--- config.mk ---
export PLATFORM = sky130hd
export DESIGN_NAME = instr_seq_ctrl_flat
export DESIGN_NICKNAME = d
export VERILOG_FILES = /design/src/rtl/instr_seq_ctrl_if.sv /design/src/rtl/instr_seq_ctrl.sv /design/src/flat_wrapper.sv
export SDC_FILE = /design/constraint.sdc
export NUM_CORES = 1
export LEC_CHECK = 0
export ABC_AREA = 1
export CORE_UTILIZATION = 50
export CTS_CLUSTER_SIZE = 30
export DETAILED_ROUTE_END_ITERATION = 10
export PLACE_DENSITY_LB_ADDON = 0.08
export SYNTH_ARGS = -nofsm -noshare
export SYNTH_HDL_FRONTEND = slang
export SYNTH_SLANG_ARGS = --single-unit
--- constraint.sdc ---
create_clock -name clk -period 2.6 [get_ports clk]
set_input_delay 0.39 -clock clk [delete_from_list [all_inputs] [get_ports clk]]
set_output_delay 0.39 -clock clk [all_outputs]
set_load 0.1 [all_outputs]
--- src/rtl/instr_seq_ctrl_if.sv ---
// Sequencer-to-environment bundle: the fetch-block handshake plus datapath controls and status.
interface instr_seq_ctrl_if #(
  parameter int IW    = 8,
  parameter int JW    = 6,
  parameter int CNT_W = 16
);
  logic             start;
  logic             stall;
  logic [IW-1:0]    instr_code;
  logic             pc_en;
  logic             branch;
  logic [JW-1:0]    jmpaddr;
  logic             alu_op;
  logic [2:0]       rd;
  logic [2:0]       rs;
  logic             reg_we;
  logic             busy;
  logic             halted;
  logic [CNT_W-1:0] retired;

  modport master (
    input  start, stall, instr_code,
    output pc_en, branch, jmpaddr, alu_op, rd, rs, reg_we, busy, halted, retired
  );

  modport slave (
    output start, stall, instr_code,
    input  pc_en, branch, jmpaddr, alu_op, rd, rs, reg_we, busy, halted, retired
  );
endinterface

--- src/rtl/instr_seq_ctrl.sv ---
// Four-cycle instruction sequencer: latches the word in FETCH, decodes it, and fires the
// PC-advance / branch / register-write strobes once per instruction in WB.
module instr_seq_ctrl #(
  parameter int IW    = 8,
  parameter int JW    = 6,
  parameter int CNT_W = 16
) (
  input  logic              clk,
  input  logic              reset,
  instr_seq_ctrl_if.master  bus
);

  typedef enum logic [2:0] {
    S_IDLE,
    S_FETCH,
    S_DECODE,
    S_EXEC,
    S_WB,
    S_HALT
  } state_t;

  state_t           state_q, state_d;
  logic [IW-1:0]    ir_q, ir_d;
  logic [CNT_W-1:0] retired_q, retired_d;
  logic             wb_fire;
  logic [1:0]       op;

  function automatic logic [CNT_W-1:0] sat_inc(input logic [CNT_W-1:0] v);
    return (&v) ? v : v + CNT_W'(1);
  endfunction

  always_ff @(posedge clk) begin
    if (reset) begin
      state_q   <= S_IDLE;
      ir_q      <= '0;
      retired_q <= '0;
    end else begin
      state_q   <= state_d;
      ir_q      <= ir_d;
      retired_q <= retired_d;
    end
  end

  // A stalled WB simply stays in WB with its strobe masked, so the pulse fires exactly once
  // in the first unstalled cycle.
  always_comb begin
    state_d   = state_q;
    ir_d      = ir_q;
    retired_d = retired_q;
    wb_fire   = 1'b0;
    if (!bus.stall) begin
      case (state_q)
        S_IDLE:   if (bus.start) state_d = S_FETCH;
        S_FETCH: begin
          ir_d    = bus.instr_code;
          state_d = S_DECODE;
        end
        S_DECODE: state_d = (ir_q == '1) ? S_HALT : S_EXEC;
        S_EXEC:   state_d = S_WB;
        S_WB: begin
          wb_fire   = 1'b1;
          retired_d = sat_inc(retired_q);
          state_d   = S_FETCH;
        end
        S_HALT:   state_d = S_HALT;
        default:  state_d = S_IDLE;
      endcase
    end
  end

  assign op          = ir_q[IW-1 -: 2];
  assign bus.pc_en   = wb_fire;
  assign bus.branch  = wb_fire && (op == 2'b10);
  assign bus.reg_we  = wb_fire && !op[1];
  assign bus.alu_op  = (op == 2'b01);
  assign bus.rd      = ir_q[5:3];
  assign bus.rs      = ir_q[2:0];
  assign bus.jmpaddr = ir_q[JW-1:0];
  assign bus.busy    = (state_q != S_IDLE) && (state_q != S_HALT);
  assign bus.halted  = (state_q == S_HALT);
  assign bus.retired = retired_q;

endmodule

--- src/flat_wrapper.sv ---
// flat-port wrapper written by rule: the top's interface ports become plain ports
module instr_seq_ctrl_flat 
#(
  parameter int IW    = 8,
  parameter int JW    = 6,
  parameter int CNT_W = 16
)
  (clk, reset, bus_start, bus_stall, bus_instr_code, bus_pc_en, bus_branch, bus_jmpaddr, bus_alu_op, bus_rd, bus_rs, bus_reg_we, bus_busy, bus_halted, bus_retired);
  instr_seq_ctrl_if #(.IW(IW), .JW(JW), .CNT_W(CNT_W)) bus_i ();
  input  logic clk;
  input  logic reset;
  input wire logic [$bits(bus_i.start)-1:0] bus_start;
  input wire logic [$bits(bus_i.stall)-1:0] bus_stall;
  input wire logic [$bits(bus_i.instr_code)-1:0] bus_instr_code;
  output wire logic [$bits(bus_i.pc_en)-1:0] bus_pc_en;
  output wire logic [$bits(bus_i.branch)-1:0] bus_branch;
  output wire logic [$bits(bus_i.jmpaddr)-1:0] bus_jmpaddr;
  output wire logic [$bits(bus_i.alu_op)-1:0] bus_alu_op;
  output wire logic [$bits(bus_i.rd)-1:0] bus_rd;
  output wire logic [$bits(bus_i.rs)-1:0] bus_rs;
  output wire logic [$bits(bus_i.reg_we)-1:0] bus_reg_we;
  output wire logic [$bits(bus_i.busy)-1:0] bus_busy;
  output wire logic [$bits(bus_i.halted)-1:0] bus_halted;
  output wire logic [$bits(bus_i.retired)-1:0] bus_retired;
  assign bus_i.start = bus_start;
  assign bus_i.stall = bus_stall;
  assign bus_i.instr_code = bus_instr_code;
  assign bus_pc_en = bus_i.pc_en;
  assign bus_branch = bus_i.branch;
  assign bus_jmpaddr = bus_i.jmpaddr;
  assign bus_alu_op = bus_i.alu_op;
  assign bus_rd = bus_i.rd;
  assign bus_rs = bus_i.rs;
  assign bus_reg_we = bus_i.reg_we;
  assign bus_busy = bus_i.busy;
  assign bus_halted = bus_i.halted;
  assign bus_retired = bus_i.retired;
  instr_seq_ctrl #(.IW(IW), .JW(JW), .CNT_W(CNT_W)) u_core (.clk(clk), .reset(reset), .bus(bus_i));
endmodule
==> impl_metrics.xml <==
<?xml version="1.0" encoding="UTF-8"?>
<metrics>
  <group name="worst_setup_path">
    <metric name="cp_slowest_cell" unit="">sky130_fd_sc_hd__clkdlybuf4s50_1</metric>
    <metric name="worst_setup_path_start_kind" unit="">input pin</metric>
    <metric name="cpPeakStageDelay" unit="ns">0.50</metric>
    <metric name="timing.critical_path.mode_cell" unit="">sky130_fd_sc_hd__nor3_4</metric>
    <metric name="crit_path_end_kind" unit="">output port</metric>
    <metric name="worstPathBufferInverterCount" unit="">3</metric>
    <metric name="length_in_cells_of_the_worst_reg_to_reg_path" unit="">8</metric>
    <metric name="worst_r2r_endpoint" unit="">u_core.bus.retired[15]</metric>
    <metric name="reg2reg_from" unit="">u_core.bus.retired[0]</metric>
    <metric name="critical_path.max_fanout" unit="">4</metric>
    <metric name="critPathTopFamily" unit="">buffers and inverters</metric>
    <metric name="r2r_setup_slack" unit="ns">0.96</metric>
    <metric name="timing.critical_path.required" unit="ns">2.21</metric>
    <metric name="worst-endpoint-arrival" unit="ns">1.73</metric>
    <metric name="crit_path_cell_trace" unit="">clkdlybuf4s50_1, nor3_4, inv_1, nor3_4, buf_12</metric>
    <metric name="criticalPathCategory" unit="">in2out</metric>
  </group>
  <group name="logic_synthesis">
    <metric name="netlist_area" unit="sq um">1554</metric>
    <metric name="synth-seq-cells" unit="">27</metric>
    <metric name="synth.area.mux_share" unit="">0</metric>
    <metric name="arithmetic_cell_share_of_the_synthesized_area_counting_full_adders_half_adders_and_majority_gates" unit="">0.008052</metric>
    <metric name="syn_avg_cell_area" unit="sq um">6.756</metric>
    <metric name="synth_simple_gate_area_share" unit="">0.3631</metric>
    <metric name="postSynthCellCount" unit="">230</metric>
    <metric name="ys.warnings.count" unit="">0</metric>
    <metric name="post_synthesis_compound_gate_area_fraction" unit="">0.1192</metric>
    <metric name="synth_xor_xnor_area_share" unit="">0.005636</metric>
    <metric name="synth_top_family_by_area" unit="">simple AND/OR/NAND/NOR gates</metric>
    <metric name="ys_types" unit="">24</metric>
    <metric name="yosysSeqAreaShare" unit="">0.3478</metric>
    <metric name="synth_fp_nets" unit="">243</metric>
  </group>
  <group name="detailed_routing">
    <metric name="dr.first_iter.drc_count" unit="">73</metric>
    <metric name="ant_nets" unit="">0</metric>
    <metric name="drt_pre_antenna_iters" unit="">7</metric>
    <metric name="vias" unit="">1509</metric>
    <metric name="avgViaCountPerCell" unit="">5.203</metric>
    <metric name="drt-total-wl" unit="um">3169</metric>
    <metric name="remaining_drc_errors" unit="">2</metric>
    <metric name="drt-wirelength-per-cell" unit="um">10.93</metric>
  </group>
  <group name="grt">
    <metric name="grt_overflow_total" unit="">0</metric>
    <metric name="grt_antenna_before_repair" unit="">0</metric>
    <metric name="grt_pass1_wl" unit="um">5202</metric>
    <metric name="track_usage" unit="">0.1988</metric>
    <metric name="maximum_number_of_pins_on_one_net_before_global_route_repair" unit="">25</metric>
    <metric name="first_global_vias" unit="">1192</metric>
  </group>
  <group name="timing">
    <metric name="max_slew_margin" unit="">0.6191</metric>
    <metric name="tightest_slew" unit="ns">0.5707</metric>
    <metric name="drv_slew" unit="">0</metric>
    <metric name="final_hold_viol_count" unit="">0</metric>
    <metric name="layout_min_cycle_time" unit="ns">2.122</metric>
    <metric name="post-route-period-util" unit="">0.8160</metric>
    <metric name="clock_skew" unit="ns">0.005448</metric>
    <metric name="max_freq" unit="MHz">471.3</metric>
    <metric name="setup_viol" unit="">0</metric>
    <metric name="final_critical_path_setup_slack" unit="ns">0.4784</metric>
    <metric name="setup_repair_after_global_routing_missed_its_margin" unit="">no</metric>
  </group>
  <group name="cts">
    <metric name="clock_latency" unit="ns">0.33</metric>
    <metric name="cts_root_buffer" unit="">sky130_fd_sc_hd__clkbuf_4</metric>
    <metric name="cts_max_level" unit="">1</metric>
    <metric name="ctsLongestPathBuffers" unit="">2</metric>
    <metric name="cts_made_buffers" unit="">3</metric>
    <metric name="clkSinkCount" unit="">27</metric>
    <metric name="postCtsResizedCells" unit="">0</metric>
    <metric name="cts_tree" unit="">yes</metric>
    <metric name="cts.hold.buffers_added" unit="">0</metric>
    <metric name="clk_slew_on_worst_s_h_paths" unit="ns">0.14</metric>
    <metric name="postCtsSetupRepairBufs" unit="">0</metric>
  </group>
  <group name="worst_hold_path">
    <metric name="worstHoldPathType" unit="">reg2reg</metric>
    <metric name="start_point_of_the_worst_min_delay_path" unit="">u_core.ir_q[4]</metric>
    <metric name="hold_path_end" unit="">u_core.ir_q[4]</metric>
    <metric name="min_delay_path_depth" unit="">2</metric>
  </group>
  <group name="placed_design">
    <metric name="pre_cts_slack" unit="ns">0.4630</metric>
    <metric name="place_hpwl" unit="um">2371</metric>
    <metric name="placedCellCount" unit="">286</metric>
    <metric name="i_o_buffers" unit="">45</metric>
    <metric name="gp_routability_congestion" unit="">0.7927</metric>
  </group>
  <group name="power_and_ir_drop">
    <metric name="p_switching" unit="mW">0.2914</metric>
    <metric name="power.share.sequential" unit="">0.534</metric>
    <metric name="power_switching_share" unit="">0.3548</metric>
    <metric name="power_density" unit="nW/um^2">433.2</metric>
    <metric name="vdd_drop_max" unit="V">0.0003916</metric>
    <metric name="leakage" unit="nW">0.7952</metric>
    <metric name="clock_power_share" unit="">0.221</metric>
    <metric name="internal_power" unit="mW">0.5299</metric>
    <metric name="comb_power_share" unit="">0.245</metric>
  </group>
  <group name="run_status">
    <metric name="violated_checks" unit="">DRC</metric>
    <metric name="run_status" unit="">complete, but fails checks</metric>
  </group>
  <group name="floorplan">
    <metric name="die_x" unit="um">57.75</metric>
    <metric name="fp.dieArea" unit="sq um">3335</metric>
    <metric name="boundaryPins" unit="">46</metric>
    <metric name="initial_utilization" unit="">0.5447</metric>
    <metric name="fp.coreArea" unit="sq um">2853</metric>
    <metric name="std_cell_rows" unit="">19</metric>
    <metric name="dieHeight" unit="um">57.75</metric>
  </group>
  <group name="final_layout">
    <metric name="antenna_cells" unit="">0</metric>
    <metric name="syn2layout_area_growth" unit="%">21.98</metric>
    <metric name="layout_commonest_cell" unit="">sky130_fd_sc_hd__nand2_1</metric>
    <metric name="seq_area" unit="sq um">540.5</metric>
    <metric name="most-common-layout-cells" unit="">sky130_fd_sc_hd__nand2_1 (47), sky130_fd_sc_hd__buf_4 (31), sky130_fd_sc_hd__nor2_1 (29)</metric>
    <metric name="finalNonFillerCells" unit="">290</metric>
    <metric name="multiInputGateArea" unit="sq um">788.3</metric>
    <metric name="fillers" unit="">262</metric>
    <metric name="nets" unit="">273</metric>
    <metric name="final_layout_size_suffix_gt1_frac" unit="">0.2008</metric>
  </group>
  <group name="run">
    <metric name="max_cap_violations" unit="">0</metric>
  </group>
</metrics>
==> registers in the layout (all words and copies together) (netlist names) <==
name / cells
u_core.bus.retired: 16
u_core.ir_q: 8
u_core.state_q: 3
==> metrics by stage <==
stage                     hold slack [ns]  area [sq um]    util  power (mW)  setup TNS (ns)
after floorplan                    0.4508          1572       -      0.6198         -0.3945
after global placement             0.4648          1868  0.6548      0.6471               0
after detailed placement           0.4776          1868  0.6548      0.6494               0
after CTS                          0.4974          1896  0.6645      0.8315               0
after global routing               0.5332          1896  0.6645      0.8599               0
final                              0.4902          1896  0.6645      0.8212               0
==> Yosys cell counts (all sizes together) <==
cell	instances	area (sq um)
nand4	4	25.02
nand3	22	115.1
o21ai	12	60.06
nand2	50	205.2
buf	19	141.4
nand3b	1	20.02
inv	26	97.59
ha	1	12.51
clkbuf	1	3.750
a21oi	25	125.1
nor2	33	136.4
nor3	8	62.56
dfxtp	27	540.5
xor2	1	8.760
==> tightest hold or removal path, delay by kind of cell (launching register included) <==
kind | cells | cell delay (ns)
AO/OA/AOI/OAI | 1 | 0.05
buffers and inverters | 1 | 0.06
flip-flops | 1 | 0.36
==> power groups by stage <==
| stage | registers, mW | logic (mW) | clock network [mW] |
|---|---|---|---|
| 6_report | 0.439 | 0.201 | 0.182 |
| 4_1_cts | 0.439 | 0.202 | 0.191 |
| 3_5_place_dp | 0.448 | 0.201 | 0 |
| 2_1_floorplan | 0.442 | 0.178 | 0 |
| 3_3_place_gp | 0.447 | 0.200 | 0 |
| 5_1_grt | 0.441 | 0.212 | 0.207 |
==> kinds of logic (layout without fill, tap and decap cells) <==
family          count (synthesis)  in the layout
simple gates                  118            118
buf+inv                        46             75
compound gates                 37             37
flops                          27             27
fa+ha+maj                       1              1
xor+xnor                        1              1
==> worst max-delay path by stage <==
stage | from | endpoint | depth (start not counted)
global placement | bus_stall | bus_branch | 5
CTS | bus_stall | bus_branch | 5
detailed placement | bus_stall | bus_branch | 5
global route | bus_stall | bus_branch | 5
floorplan | u_core.state_q[0] | bus_reg_we | 4
finish | bus_stall | bus_branch | 5
==> area by class of cell <==
type	count	area share
Clock inverter	1	0.002640
Multi-Input combinational cell	157	0.4158
Inverter	26	0.05149
Sequential cell	27	0.2851
Timing Repair Buffer	45	0.2125
Clock buffer	3	0.01188
Tap cell	31	0.02046
==> per-layer routing <==
metal	GRT usage	part of all wire	vias up
met1	0.2654	0.49	679
met3	0.05134	0.045	4
li1	-	-	785
met2	0.3223	0.45	41
met5	0	0	-
met4	0.05102	0.0092	0
Note: power is estimated with default switching activity, not from simulation.
